## src/rtl/shift_add_mul.sv

```systemverilog
`default_nettype none
// ============================================================================
// Module   : shift_add_mul (with Adder, 16-bit carry-look-ahead adder)
// Brief    : Sequential unsigned 16x16->32 shift-add multiplier, one partial
//            product per clock, valid/ready on operands and result.
// Revision : 1.0 - initial release
// ============================================================================

module Adder (
  input  logic [15:0] A,
  input  logic [15:0] B,
  output logic [15:0] rslt,
  output logic        cout
);

  logic [15:0] w_g;
  logic [15:0] w_p;
  logic [15:0] w_c;
  logic [3:0]  w_gg;
  logic [3:0]  w_gp;
  logic [4:0]  w_gc;

  assign w_g = A & B;
  assign w_p = A ^ B;

  // Two-level lookahead: 4-bit groups, then a lookahead across the groups.
  genvar gi;
  generate
    for (gi = 0; gi < 4; gi++) begin : g_grp
      localparam int c_base = gi * 4;
      assign w_c[c_base]   = w_gc[gi];
      assign w_c[c_base+1] = w_g[c_base] | (w_p[c_base] & w_gc[gi]);
      assign w_c[c_base+2] = w_g[c_base+1]
                           | (w_p[c_base+1] & w_g[c_base])
                           | (w_p[c_base+1] & w_p[c_base] & w_gc[gi]);
      assign w_c[c_base+3] = w_g[c_base+2]
                           | (w_p[c_base+2] & w_g[c_base+1])
                           | (w_p[c_base+2] & w_p[c_base+1] & w_g[c_base])
                           | (w_p[c_base+2] & w_p[c_base+1] & w_p[c_base] & w_gc[gi]);
      assign w_gg[gi] = w_g[c_base+3]
                      | (w_p[c_base+3] & w_g[c_base+2])
                      | (w_p[c_base+3] & w_p[c_base+2] & w_g[c_base+1])
                      | (w_p[c_base+3] & w_p[c_base+2] & w_p[c_base+1] & w_g[c_base]);
      assign w_gp[gi] = &w_p[c_base+3:c_base];
    end
  endgenerate

  assign w_gc[0] = 1'b0;
  assign w_gc[1] = w_gg[0];
  assign w_gc[2] = w_gg[1] | (w_gp[1] & w_gg[0]);
  assign w_gc[3] = w_gg[2] | (w_gp[2] & w_gg[1]) | (w_gp[2] & w_gp[1] & w_gg[0]);
  assign w_gc[4] = w_gg[3] | (w_gp[3] & w_gg[2]) | (w_gp[3] & w_gp[2] & w_gg[1])
                 | (w_gp[3] & w_gp[2] & w_gp[1] & w_gg[0]);

  assign rslt = w_p ^ w_c;
  assign cout = w_gc[4];

endmodule

module shift_add_mul #(
  parameter int WIDTH = 16
) (
  input  logic                 clk,
  input  logic                 rst_n,
  input  logic                 in_valid,
  output logic                 in_ready,
  input  logic [WIDTH-1:0]     A,
  input  logic [WIDTH-1:0]     B,
  output logic                 out_valid,
  input  logic                 out_ready,
  output logic [2*WIDTH-1:0]   prod
);

  typedef enum logic [1:0] {
    S_IDLE = 2'd0,
    S_BUSY = 2'd1,
    S_DONE = 2'd2
  } state_t;

  localparam logic [4:0] c_last_iter = 5'd15;

  state_t               r_state;
  state_t               w_state_next;
  logic [WIDTH-1:0]     r_m;
  logic [WIDTH-1:0]     r_q;
  logic [WIDTH-1:0]     r_acc;
  logic [4:0]           r_cnt;
  logic [2*WIDTH-1:0]   r_prod;

  logic [WIDTH-1:0]     w_sum;
  logic                 w_cout;
  logic [WIDTH:0]       w_partial;
  logic [WIDTH-1:0]     w_acc_next;
  logic [WIDTH-1:0]     w_q_next;

  Adder u_adder (
    .A    (r_acc),
    .B    (r_m),
    .rslt (w_sum),
    .cout (w_cout)
  );

  // 17-bit partial sum keeps the carry; shifting it right by one feeds its
  // LSB into the top of Q while the carry lands in ACC[15].
  assign w_partial  = r_q[0] ? {w_cout, w_sum} : {1'b0, r_acc};
  assign w_acc_next = w_partial[WIDTH:1];
  assign w_q_next   = {w_partial[0], r_q[WIDTH-1:1]};

  always_ff @(posedge clk or negedge rst_n) begin
    if (!rst_n) begin
      r_state <= S_IDLE;
    end else begin
      r_state <= w_state_next;
    end
  end

  // Handshake outputs decode from state only.
  always_comb begin
    w_state_next = r_state;
    in_ready     = 1'b0;
    out_valid    = 1'b0;
    case (r_state)
      S_IDLE: begin
        in_ready = 1'b1;
        if (in_valid) begin
          w_state_next = S_BUSY;
        end
      end
      S_BUSY: begin
        if (r_cnt == c_last_iter) begin
          w_state_next = S_DONE;
        end
      end
      S_DONE: begin
        out_valid = 1'b1;
        if (out_ready) begin
          w_state_next = S_IDLE;
        end
      end
      default: w_state_next = S_IDLE;
    endcase
  end

  always_ff @(posedge clk or negedge rst_n) begin
    if (!rst_n) begin
      r_m    <= '0;
      r_q    <= '0;
      r_acc  <= '0;
      r_cnt  <= '0;
      r_prod <= '0;
    end else begin
      case (r_state)
        S_IDLE: begin
          if (in_valid) begin
            r_m   <= A;
            r_q   <= B;
            r_acc <= '0;
            r_cnt <= '0;
          end
        end
        S_BUSY: begin
          r_acc <= w_acc_next;
          r_q   <= w_q_next;
          r_cnt <= r_cnt + 5'd1;
          if (r_cnt == c_last_iter) begin
            r_prod <= {w_acc_next, w_q_next};
          end
        end
        default: begin
        end
      endcase
    end
  end

  assign prod = r_prod;

endmodule

`default_nettype wire
```

## config.mk

```make
export PLATFORM = sky130hd
export DESIGN_NAME = shift_add_mul
export DESIGN_NICKNAME = d
export VERILOG_FILES = /design/src/rtl/shift_add_mul.sv
export SDC_FILE = /design/constraint.sdc
export NUM_CORES = 1
export LEC_CHECK = 0
export ABC_AREA = 1
export BUFFER_PORTS_ARGS = -buffer_cell sky130_fd_sc_hd__buf_2
export CELL_PAD_IN_SITES_DETAIL_PLACEMENT = 1
export CELL_PAD_IN_SITES_GLOBAL_PLACEMENT = 2
export CORE_ASPECT_RATIO = 0.7
export CORE_MARGIN = 2
export CORE_UTILIZATION = 25
export CTS_CLUSTER_SIZE = 8
export DETAILED_ROUTE_END_ITERATION = 8
export GPL_ROUTABILITY_DRIVEN = 0
export PLACE_DENSITY_LB_ADDON = 0.15
export SLEW_MARGIN = 20
export SYNTH_ARGS = -nofsm -noshare
export SYNTH_HDL_FRONTEND = slang
export SYNTH_SLANG_ARGS = --single-unit
```

## constraint.sdc

```tcl
create_clock -name clk -period 5.3 [get_ports clk]
set_clock_uncertainty 0.2 [all_clocks]
set_input_delay 0 -clock clk [delete_from_list [all_inputs] [get_ports clk]]
set_output_delay 0 -clock clk [all_outputs]
set_load 0.02 [all_outputs]
```

==> summary.md <==
| Metric | Value |
|---|---|
| Status | finished, violations left |
| Failing checks | negative hold slack |
| Routed WL | around 12 mm |
| Worst hold path class | primary input to flip-flop |
| WS Path Type | flip-flop to flip-flop |
| Placed cells | 780 |
| Leading cell types by count after synthesis | 167 x nand2_1, 87 x dfrtp_1, 55 x inv_1 |
| Worst path most repeated cell | nand2_1 |
| CP max stage cell | fa_1 |
| Count leader, synth | nand2_1 |
| Vias in the first global route | 3,928 |
| DRC | 0 |
| Synth top area cells | dfrtp_1 48%, nand2_1 14%, ha_1 5.0%, o21ai_2 4.9%, inv_1 4.6% |
| Multiplexer share of the synthesized area | 0% |
| CTS buffer count | 9 |
| Worst path required time | about 5.3 ns |
| Post-synth EDFFs | 0 |
| Yosys top cell area share | about half |
| Post-CTS Resized | 0 |
| Clk sink count | 87 |
| Fraction of layout cells with a size suffix above 1 | 22.0% |
| Sequential Area | about 2200 µm² |
| Finished Layout Cells | ~830 |
| Post-DR vias/cell | approximately 4.3 |
| Ant. Diodes | 0 |
| Antenna violations before repair | 0 |
| Hold Path Origin | in_valid |
| Setup TNS | 0 ns |
| Final critical-path setup slack | 2.62 ns |
| Die height | between 100 and 150 µm |
| # fillers | roughly 2k |
| RSZ-0062 raised after global routing | no |
| Worst Path Arrival | roughly 2.7 ns |
| Hold Slack | -0.0117 ns |
| Min Tclk post-route | 2.68 ns |
| Post-synthesis sequential area ratio | between 40% and 50% |
| Sw Share | about 45% |
| Root Buffer | clkbuf_16 |
| Endpoints failing setup | 0 |
| Dpl cell area | ~5000 µm² |
| Tightest Pin Transition | 0.800 ns |
| Max Cap Violations | 0 |
| Die Wd | 164 µm |
| Async set or reset register ratio after synthesis | 100% |
| Synth Area in Compound Gates | between 10% and 20% |
| Footprint of the multi-input gates | between 1500 and 2000 µm² |
| Synthesized area | between 4000 and 5000 µm² |
| Synthesized flop and latch total | slightly below 90 |
| Avg Inst Size Synth | roughly 9.0 µm² |
| Warnings, synthesis | 0 |
| Main synth FF type | dfrtp_1 |
| Core area | ~17,000 µm² |
| Place WS | 2.61 ns |
| Starting Density | roughly a quarter |
| Reg power frac | about a third |
| Drt pass-1 iters | 4 |
| Crit path max fanout | 4 |
| Synthesis-to-layout area growth | 26.3% |
| Type of origin of the critical path | flip-flop |
| CP peak stage delay | between 0.4 and 0.5 ns |
| Grt total ovfl | 0 |
| FP Rows | 40 |
| Main combinational cell family by area after synthesis | simple AND/OR/NAND/NOR gates |
| Total Power | between 3 and 4 mW |
| Cells after synthesis | 500 |
| Die area | 19,100 µm² |
| CP Capture Type | flip-flop |
| Rel. slew slack | 46.7% |
| Final slew viol count | 0 |
| Clock-pin slew on the worst setup and hold paths | about 0.070 ns |
| P_leak | around 2.9 nW |
| Global-route usage over all layers | 14.1% |
| Detailed placer's ending HPWL | 8.45 mm |
| DR vias | about 3.6k |
| Synth cell types | 39 |
| Clock share of power | a little under a fifth |
| Largest net degree at the start of global routing | 56 |
| Clock buffer depth | 2 |
| Post-DRT Antenna Nets | 0 |
| Hold path depth | 4 |
| H-tree levels | 3 |
| Syn_nets | approximately 560 |
| Part of the power in combinational logic | 50.0% |
| Avg WL per Cell | between 10 and 15 µm |
| Crit path launch | r_m[3]$_DFFE_PN0P_ |
| Power per cell area | 660 nW/µm² |
| Final Hold Vio Count | 6 |
| First-pass GRT wire length | 20.8 mm |
| Ports | 70 |
| Synth Area in Adders | under 10% |
| Post-layout util | between 30% and 40% |
| Psw | roughly 1.7 mW |
| Worst vdd rail ir drop | just over 0.0002 V |
| Final instance area | ~5700 µm² |
| IO Port Bufs | a little under 70 |
| Internal power | 2.08 mW |
| Worst R2R Path Depth | 11 |
| Nets | about 650 |
| Final cycle utilization of the critical path | 50.5% |
| Post-Synth Simple-Gate Area | 21.5% |
| XOR/XNOR Fraction of Synth Area | under 10% |
| Area leader, netlist | dfrtp_1 |
| Max Fclk | 373 MHz |
| DR iter-0 viols | between 100 and 150 |
| Worst-Skew Late Latency | roughly 0.34 ns |
| CTS tree | done |
| CP Cell Sequence | ha_1 -> or2_0 -> nand2_1 -> nand2_1 -> nand2_1 -> nand3_2 -> fa_1 -> xnor2_1 -> nand2_1 -> o21ai_0 -> o21ai_1 |
| R2R Path Start | r_m[3]$_DFFE_PN0P_ |
==> cell families (layout without fill, tap and decap cells) <==
| logic type | count (synthesis) | in the layout |
|---|---|---|
| simple gates | 223 | 223 |
| xor+xnor | 7 | 7 |
| compound gates | 80 | 80 |
| flops | 87 | 87 |
| fa+ha+maj | 22 | 22 |
| buf+inv | 81 | 182 |
==> path summary, 6_finish.rpt <==
check	to	slack, ns
worst max register to register	prod[28]$_DFFE_PN0P_	2.62
min in group asynchronous	r_m[11]$_DFFE_PN0P_	0.50
worst min-delay path	r_m[3]$_DFFE_PN0P_	-0.01
worst min register to register	prod[5]$_DFFE_PN0P_	0.28
max in group asynchronous	r_m[2]$_DFFE_PN0P_	3.69
worst max-delay path	prod[28]$_DFFE_PN0P_	2.62
==> worst max-delay path, delay by kind of cell (launching register included) <==
| family | cells | cell delay (ns) |
|---|---|---|
| adders and majority gates | 2 | 0.75 |
| and+or+nand+nor | 6 | 0.74 |
| DFF | 1 | 0.40 |
| AOI/OAI and AO/OA | 2 | 0.29 |
| xor gates and xnor gates | 1 | 0.17 |
==> sequential cells by signal (all words and copies together) (netlist names) <==
signal   count
r_state      2
r_acc       16
r_cnt        5
r_q         16
prod        32
r_m         16
==> metal layers <==
layer	wire length (µm)	vias to the layer above	GRT usage, %
met5	0	-	0
met4	85	0	2.63
met3	327	7	2.88
met2	5580	36	22.3
met1	6430	1758	20.1
li1	-	1814	-
==> power by group through the flow <==
stage / clock (mW) / sequential [mW] / combinational [mW]
6_report: 0.696 / 1.18 / 1.87
4_1_cts: 0.722 / 1.19 / 1.91
3_3_place_gp: 0 / 1.20 / 1.83
2_1_floorplan: 0 / 1.25 / 1.33
5_1_grt: 0.740 / 1.23 / 2.16
3_5_place_dp: 0 / 1.20 / 1.88
==> placed cells by master, fill, tap and decap left out, drive strengths merged, types with 2 or more instances in the layout <==
cell type / count
xnor2: 4
a221oi: 9
o211ai: 7
buf: 71
inv: 61
ha: 18
xor2: 3
nor3: 9
o22ai: 9
clkinvlp: 3
clkbuf: 9
a21oi: 3
dfrtp: 87
nor2: 12
dlygate4sd3: 35
o21ai: 47
bufinv: 2
or2: 3
fa: 4
nand3: 28
nand2: 168
==> layout make-up <==
type	instances	area share [%]
Clock buffer	9	3.96
Multi-Input combinational cell	332	34.1
Inverter	60	4.05
Clock inverter	7	1.70
Tap cell	231	5.09
Timing Repair Buffer	106	12.8
Sequential cell	87	38.3
==> timing repair <==
action                                 in CTS  in global routing
endpoints found under the hold margin      68                  0
setup buffers                               0                  0
hold buffers                               36                  0
(Power assumes the default switching activity.)
